<file path="config.mk">
export PLATFORM = sky130hd
export DESIGN_NAME = divider_ctrl
export DESIGN_NICKNAME = d
export VERILOG_FILES = /design/src/rtl/divider_ctrl_pkg.sv /design/src/rtl/divider_step.sv /design/src/rtl/divider_ctrl.sv
export SDC_FILE = /design/constraint.sdc
export NUM_CORES = 1
export LEC_CHECK = 0
export BUFFER_PORTS_ARGS = -buffer_cell sky130_fd_sc_hd__buf_2
export CAP_MARGIN = 30
export CORE_MARGIN = 3
export CORE_UTILIZATION = 56
export DETAILED_ROUTE_END_ITERATION = 12
export GPL_TIMING_DRIVEN = 0
export PLACE_DENSITY = 0.82
export SYNTH_ARGS = -nofsm -noshare
export SYNTH_HDL_FRONTEND = slang
export SYNTH_HIERARCHICAL = 1
export SYNTH_SLANG_ARGS = --single-unit
</file>
<file path="constraint.sdc">
create_clock -name clk -period 3.6 [get_ports clk]
set_input_delay 0.18 -clock clk [delete_from_list [all_inputs] [get_ports clk]]
set_output_delay 0.18 -clock clk [all_outputs]
set_load 0.02 [all_outputs]
</file>
<file path="src/rtl/divider_ctrl_pkg.sv">
// divider_ctrl_pkg: state encodings and width defaults shared by the restoring divider files.
package divider_ctrl_pkg;
    localparam logic [1:0] DIV_IDLE = 2'd0;
    localparam logic [1:0] DIV_LOAD = 2'd1;
    localparam logic [1:0] DIV_ITER = 2'd2;
    localparam logic [1:0] DIV_DONE = 2'd3;
    localparam int DIV_WIDTH = 4;
    localparam int DIV_CNT_W = 4;
endpackage

</file>
<file path="src/rtl/divider_step.sv">
// divider_step: one restoring-division step, shifting {a,q} left and trial-subtracting m.
module divider_step #(
    parameter int WIDTH = 4
) (
    input  logic [WIDTH-1:0] a,
    input  logic [WIDTH-1:0] q,
    input  logic [WIDTH-1:0] m,
    output logic [WIDTH-1:0] a_nxt,
    output logic [WIDTH-1:0] q_nxt
);
    logic [WIDTH:0]   sh;
    logic [WIDTH-1:0] trial;
    logic             ge;
    // a < m holds between steps, so a kept trial always fits back in WIDTH bits
    always_comb begin
        sh    = {a, q[WIDTH-1]};
        ge    = sh >= {1'b0, m};
        trial = sh[WIDTH-1:0] - m;
        a_nxt = ge ? trial : sh[WIDTH-1:0];
        q_nxt = {q[WIDTH-2:0], ge};
    end
endmodule

</file>
<file path="src/rtl/divider_ctrl.sv">
// divider_ctrl: restoring-divider FSM and datapath driving an external iteration counter.
// Optional macro DIV_ZERO_DETECT_EN adds the dbz output and a short path for divisor 0.
module divider_ctrl
    import divider_ctrl_pkg::*;
#(
    parameter int WIDTH = DIV_WIDTH
) (
    input  logic                 clk,
    input  logic                 clr,
    input  logic                 start,
    input  logic [WIDTH-1:0]     dividend,
    input  logic [WIDTH-1:0]     divisor,
    input  logic [DIV_CNT_W-1:0] count,
    output logic                 cnt_inc,
    output logic                 cnt_clr,
    output logic                 busy,
    output logic                 done,
    output logic [WIDTH-1:0]     quotient,
`ifdef DIV_ZERO_DETECT_EN
    output logic                 dbz,
`endif
    output logic [WIDTH-1:0]     remainder
);
    logic [1:0]       state, nxt;
    logic [WIDTH-1:0] a, q, m, a_nxt, q_nxt;
    logic             last, zero;

    divider_step #(.WIDTH(WIDTH)) u_step (
        .a     (a),
        .q     (q),
        .m     (m),
        .a_nxt (a_nxt),
        .q_nxt (q_nxt)
    );

    assign last = count == DIV_CNT_W'(WIDTH - 1);
`ifdef DIV_ZERO_DETECT_EN
    assign zero = m == '0;
`else
    assign zero = 1'b0;
`endif

    always_comb
        nxt = state == DIV_IDLE ? (start ? DIV_LOAD : DIV_IDLE) :
              state == DIV_LOAD ? (zero ? DIV_DONE : DIV_ITER) :
              state == DIV_ITER ? (last ? DIV_DONE : DIV_ITER) : DIV_IDLE;

    assign busy    = state == DIV_LOAD || state == DIV_ITER;
    assign done    = state == DIV_DONE;
    assign cnt_inc = state == DIV_ITER;
    assign cnt_clr = state == DIV_LOAD;

    // operands are latched on acceptance so later input changes cannot leak into the loop
    always_ff @(posedge clk or posedge clr) begin
        if (clr) begin
            state     <= DIV_IDLE;
            a         <= '0;
            q         <= '0;
            m         <= '0;
            quotient  <= '0;
            remainder <= '0;
`ifdef DIV_ZERO_DETECT_EN
            dbz       <= 1'b0;
`endif
        end else begin
            state <= nxt;
            if (state == DIV_IDLE && start) begin
                a <= '0;
                q <= dividend;
                m <= divisor;
`ifdef DIV_ZERO_DETECT_EN
                dbz <= 1'b0;
`endif
            end
            if (state == DIV_ITER) begin
                a <= a_nxt;
                q <= q_nxt;
            end
            if (state == DIV_ITER && last) begin
                quotient  <= q_nxt;
                remainder <= a_nxt;
            end
`ifdef DIV_ZERO_DETECT_EN
            if (state == DIV_LOAD && zero) begin
                quotient  <= '1;
                remainder <= q;
                dbz       <= 1'b1;
            end
`endif
        end
    end
endmodule

</file>
# Yosys cells after proc, flatten, opt, wreduce, memory -nomap -nowiden
# Cells that the tools add are included.
[word_totals]
elab_cells = 27
regBits = 22
output_inout_bits = 12
inputBits = 15
[op_classes]
reduce_logical = 5
eq_ne = 4
n_mux = 10
n_addsub = 1
order_cmp = 1
[ops]
columns = ["cell", "count"]
rows = [
  ["two-way mux 4 bit", 5],
  ["two-way mux 2 bit", 3],
  ["greater-or-equal comparator 5 x 4 -> 1 bit", 1],
  ["== test 2 bit (second input constant)", 2],
  ["== test 4 x 2 -> 1 bit (second input constant)", 1],
  ["subtractor 4 bit", 1],
  ["== test 2 x 1 -> 1 bit (second input constant)", 1],
  ["logical AND 1 bit", 2],
  ["logical NOT 2 bit", 1],
  ["two-way mux 1 bit", 2],
  ["nonzero test 2 bit", 1],
  ["logical OR 1 bit", 1],
]

# Longest topological paths before layout
[depth]
depth_word = 5
mapped_depth = 9
depth_no_buf = 8

# Cells and area by module
# Netlist, hierarchy kept.
[modules_own_cells]
columns = ["module", "n_inst", "seq_area_each_um2", "cells_per_inst", "area_per_inst_um2"]
rows = [
  ["divider_ctrl", 1, 550.5, 72, 927.1],
  ["divider_step", 1, 0.0, 32, 254.0],
]

# Worst setup path before layout
# Ideal clock, no wire load.
[synth_timing]
path_kind = "register to register"
from = "reg a[1]"
to = "reg remainder[2]"
synth_period_minus_slack_ns = 1.757
stages_incl_launch_ff = 7
slack_ns = 1.843
required_time_ns = 3.475
arrival_time_ns = 1.632
setup_time_ns = 0.125
path_buffers = 0
path_cell_list = "dfrtp_1 > ha_1 > nand4_1 > nand2_2 > nor2_4 > mux2_4 > mux2_2"
[synth_via]
elab_chain_len = 2
word_cells_on_any_way = 3
classes_between = "add/sub (1); order compare (1); mux (1)"
[synth_lines]
columns = ["element", "line", "rtl"]
rows = [
  ["start, declared", "divider_ctrl.sv:25", "logic [WIDTH-1:0] a, q, m, a_nxt, q_nxt;"],
  ["start signal, assigned", "divider_ctrl.sv:76", "a <= a_nxt;"],
  ["subtractor 4 bit or greater-or-equal comparator 5 x 4 -> 1 bit (tied branches)", "divider_step.sv:18, divider_step.sv:17", ""],
  ["two-way mux 4 bit *", "divider_step.sv:19", "a_nxt = ge ? trial : sh[WIDTH-1:0];"],
  ["named net a_nxt[2]", "divider_ctrl.sv:25", ""],
  ["end signal, assigned", "divider_ctrl.sv:81", "remainder <= a_nxt;"],
  ["end, declared", "divider_ctrl.sv:22", "output logic [WIDTH-1:0] remainder"],
]
# Mark *: on every way through the listed nets, which the timed path passes. The rest lies on a longest branch.
# A chain may end at the register's enable or synchronous reset.

# Final worst setup path
# Same ends and word-level chain as after synthesis.

==> flow_summary.toml <==
[pwr]
total_leakage_power_nw = 0.7264
power.total_mw = 1.398
power_density_nw_per_um2 = 1014
ir_drop_v = 0.0006166

[global_routing]
antenna_found_initial = 0
grt.overflow.total = 0
grt_pass1_wl_mm = 3.519
grt_max_degree = 23
grt_usage_pct = 17.73
grt_pass1_vias = 809

[setup_path]
crit_type = "reg2reg"
crit_path_max_fanout = 4
crit_start = "a[1]"
required_ns = 3.80
r2r_end = "remainder[2]"
arrival_ns = 2.08
worstSetupEndpointType = "flop"
r2r-start = "a[1]"
cp-endpoint = "remainder[2]"
reg2reg_depth = 6
cp-start-kind = "flop"
reg2reg_slack_ns = 1.73

[cts]
clockRootBuffer = "clkbuf_4"
hold_buffers = 0
cts_resized = 0
clk_path_buf_depth = 2
cts_buffers = 3
post_cts_buffers = 0
clk_pin_slew_ns = 0.12
clock-sinks = 22
h-tree-depth = 1
cts_tree = "yes"
clk_latency_ns = 0.31

[routing]
avgViaCountPerCell = 5.031
ant_nets = 0
first_pass_iters = 4
drtIter0Drc = 11
wl_mm = 2.063
vias = 800
wire_per_inst_um = 12.97
drc = 0

[placed_design]
io_buffers = 26
detailedPlacementHpwl_mm = 1.621
place.gp.congestion = 0.8207

[run_status]
outcome = "complete, no violations"

[floorplan]
ios = 27
rows = 15
core_um2 = 1858
die_area_um2 = 2696
start_util_pct = 63.57
die_y_um = 51.93
die_width_um = 51.93

[sta]
setup_violations = 0
fin_crit_ns = 1.874
tightest_slew_ns = 0.8160
rsz0062_at_grt = "no"
setup_tns_ns = 0
finalHoldViolCount = 0
finalCritPeriodShare_pct = 52.07
clock_skew_ns = 0.006333
slew_violations = 0
slew_headroom_pct = 45.54
fmax_ghz = 0.5335

[synthesis]
synth_top_family_by_area = "multiplexers"
synth_cells = 104
yosys.area_share.adder_pct = 10.17
synth_xor_area_share_pct = 0.7415
avgSynthCellArea_um2 = 11.36
seq_area_frac_synth_pct = 46.61
synth_compound_area_share_pct = 6.568
synth_nets = 128
synth_top_cell_by_area = "dfrtp_1"
mappedNetlistArea_um2 = 1181
synthSimpleGateAreaFrac_pct = 11.33
muxShareOfSynthArea_pct = 17.80
synth_top_area_share_pct = 46.61
ys_ff_latch = 22
synth_cell_type_count = 25
synthTopCellsByArea = "dfrtp_1 (47%), mux2_2 (11%), ha_1 (8.5%), mux2i_1 (5.1%), nand2_1 (4.1%)"
ys_warn_count = 6

[final_layout]
n_antenna_cell = 0
drive_gt1_share_pct = 41.79
nets = 159
syn_to_final_growth_pct = 16.74
fill_cells = 132

[hold_path]
min_path_type = "in2async"

[run]
maxCapViolCount = 0
[worst min-delay path by stage]
stage / start / end / slack [ns] / cells past startpoint
after floorplan: clr / a[0] / 0.17 / 1
after global placement: clr / q[1] / 0.37 / 2
final: clr / a[3] / 0.009 / 2
after detailed placement: clr / q[1] / 0.38 / 2
after global routing: clr / quotient[1] / 0.07 / 2
after CTS: clr / state[1] / 0.03 / 2
[layout make-up]
type,instances,area (um^2),area share [%]
Inverter,9,33.78,2.450
Buffer,7,46.29,3.358
Timing Repair Buffer,26,130.1,9.437
Multi-Input combinational cell,66,550.5,39.93
Sequential cell,22,550.5,39.93
Clock buffer,4,36.28,2.632
Tap cell,25,31.28,2.269
[Yosys cell counts (all sizes together)]
master / count
nor2: 6
xnor2: 1
o21ai: 9
inv: 9
nand2: 14
mux2: 13
dfrtp: 22
o31ai: 1
clkbuf: 1
nand4: 2
fa: 1
a21oi: 2
nor3: 2
ha: 8
mux2i: 6
buf: 6
nand2b: 1
[worst max-delay path, stage by stage (launching register included)]
cell,delay (ns)
dfrtp_1,0.42
ha_1,0.37
nand4_1,0.13
nand2_2,0.09
nor2_4,0.19
mux2_4,0.32
mux2_2,0.26
[power by group]
| part | total, mW | switching (mW) | internal (mW) |
|---|---|---|---|
| Combinational | 0.830 | 0.458 | 0.372 |
| Clock | 0.136 | 0.0745 | 0.0617 |
| Sequential | 0.431 | 0.0671 | 0.364 |
[placed cells by master (no fill, tap or decap), drive strengths merged]
cell    Yosys  routed
buf         6      32
dfrtp      22      22
nand2      14      14
mux2       13      13
inv         9       9
o21ai       9       9
ha          8       8
mux2i       6       6
nor2        6       6
clkbuf      1       5
nor3        2       2
nand4       2       2
a21oi       2       2
o31ai       1       1
nand2b      1       1
xnor2       1       1
fa          1       1
[metal layers]
| metal | vias to the layer above | global-route usage [%] | routed length [um] |
|---|---|---|---|
| li1 | 406 | - | - |
| met1 | 371 | 24.44 | 939 |
| met2 | 19 | 27.41 | 998 |
| met3 | 4 | 2.865 | 92 |
| met4 | 0 | 7.860 | 32 |
| met5 | - | 0 | 0 |
[per-stage QoR]
step	setup slack, ns	hold slack (ns)	util (%)	cell area, um^2	cells
floorplan	1.843	0.1692	-	1181	104
global placement	1.760	0.3675	72.26	1343	155
detailed placement	1.747	0.3825	72.26	1343	155
CTS	1.727	0.03121	74.21	1379	159
global route	1.646	0.06630	74.21	1379	159
finish	1.726	0.009439	74.21	1379	159
[kinds of logic (layout without fill, tap and decap cells)]
family                     count (synthesis)  in the layout
buffers and inverters                     16             46
AOI/OAI and AO/OA                         12             12
DFF                                       22             22
xor gates and xnor gates                   1              1
muxes                                     19             19
adders and majority gates                  9              9
and+or+nand+nor                           25             25
[state kept, by name, indices dropped and copies added (netlist names)]
signal and count:
a 4, m 4, q 4, quotient 4, remainder 4, state 2
No activity file was read; power rests on OpenSTA's default activity.
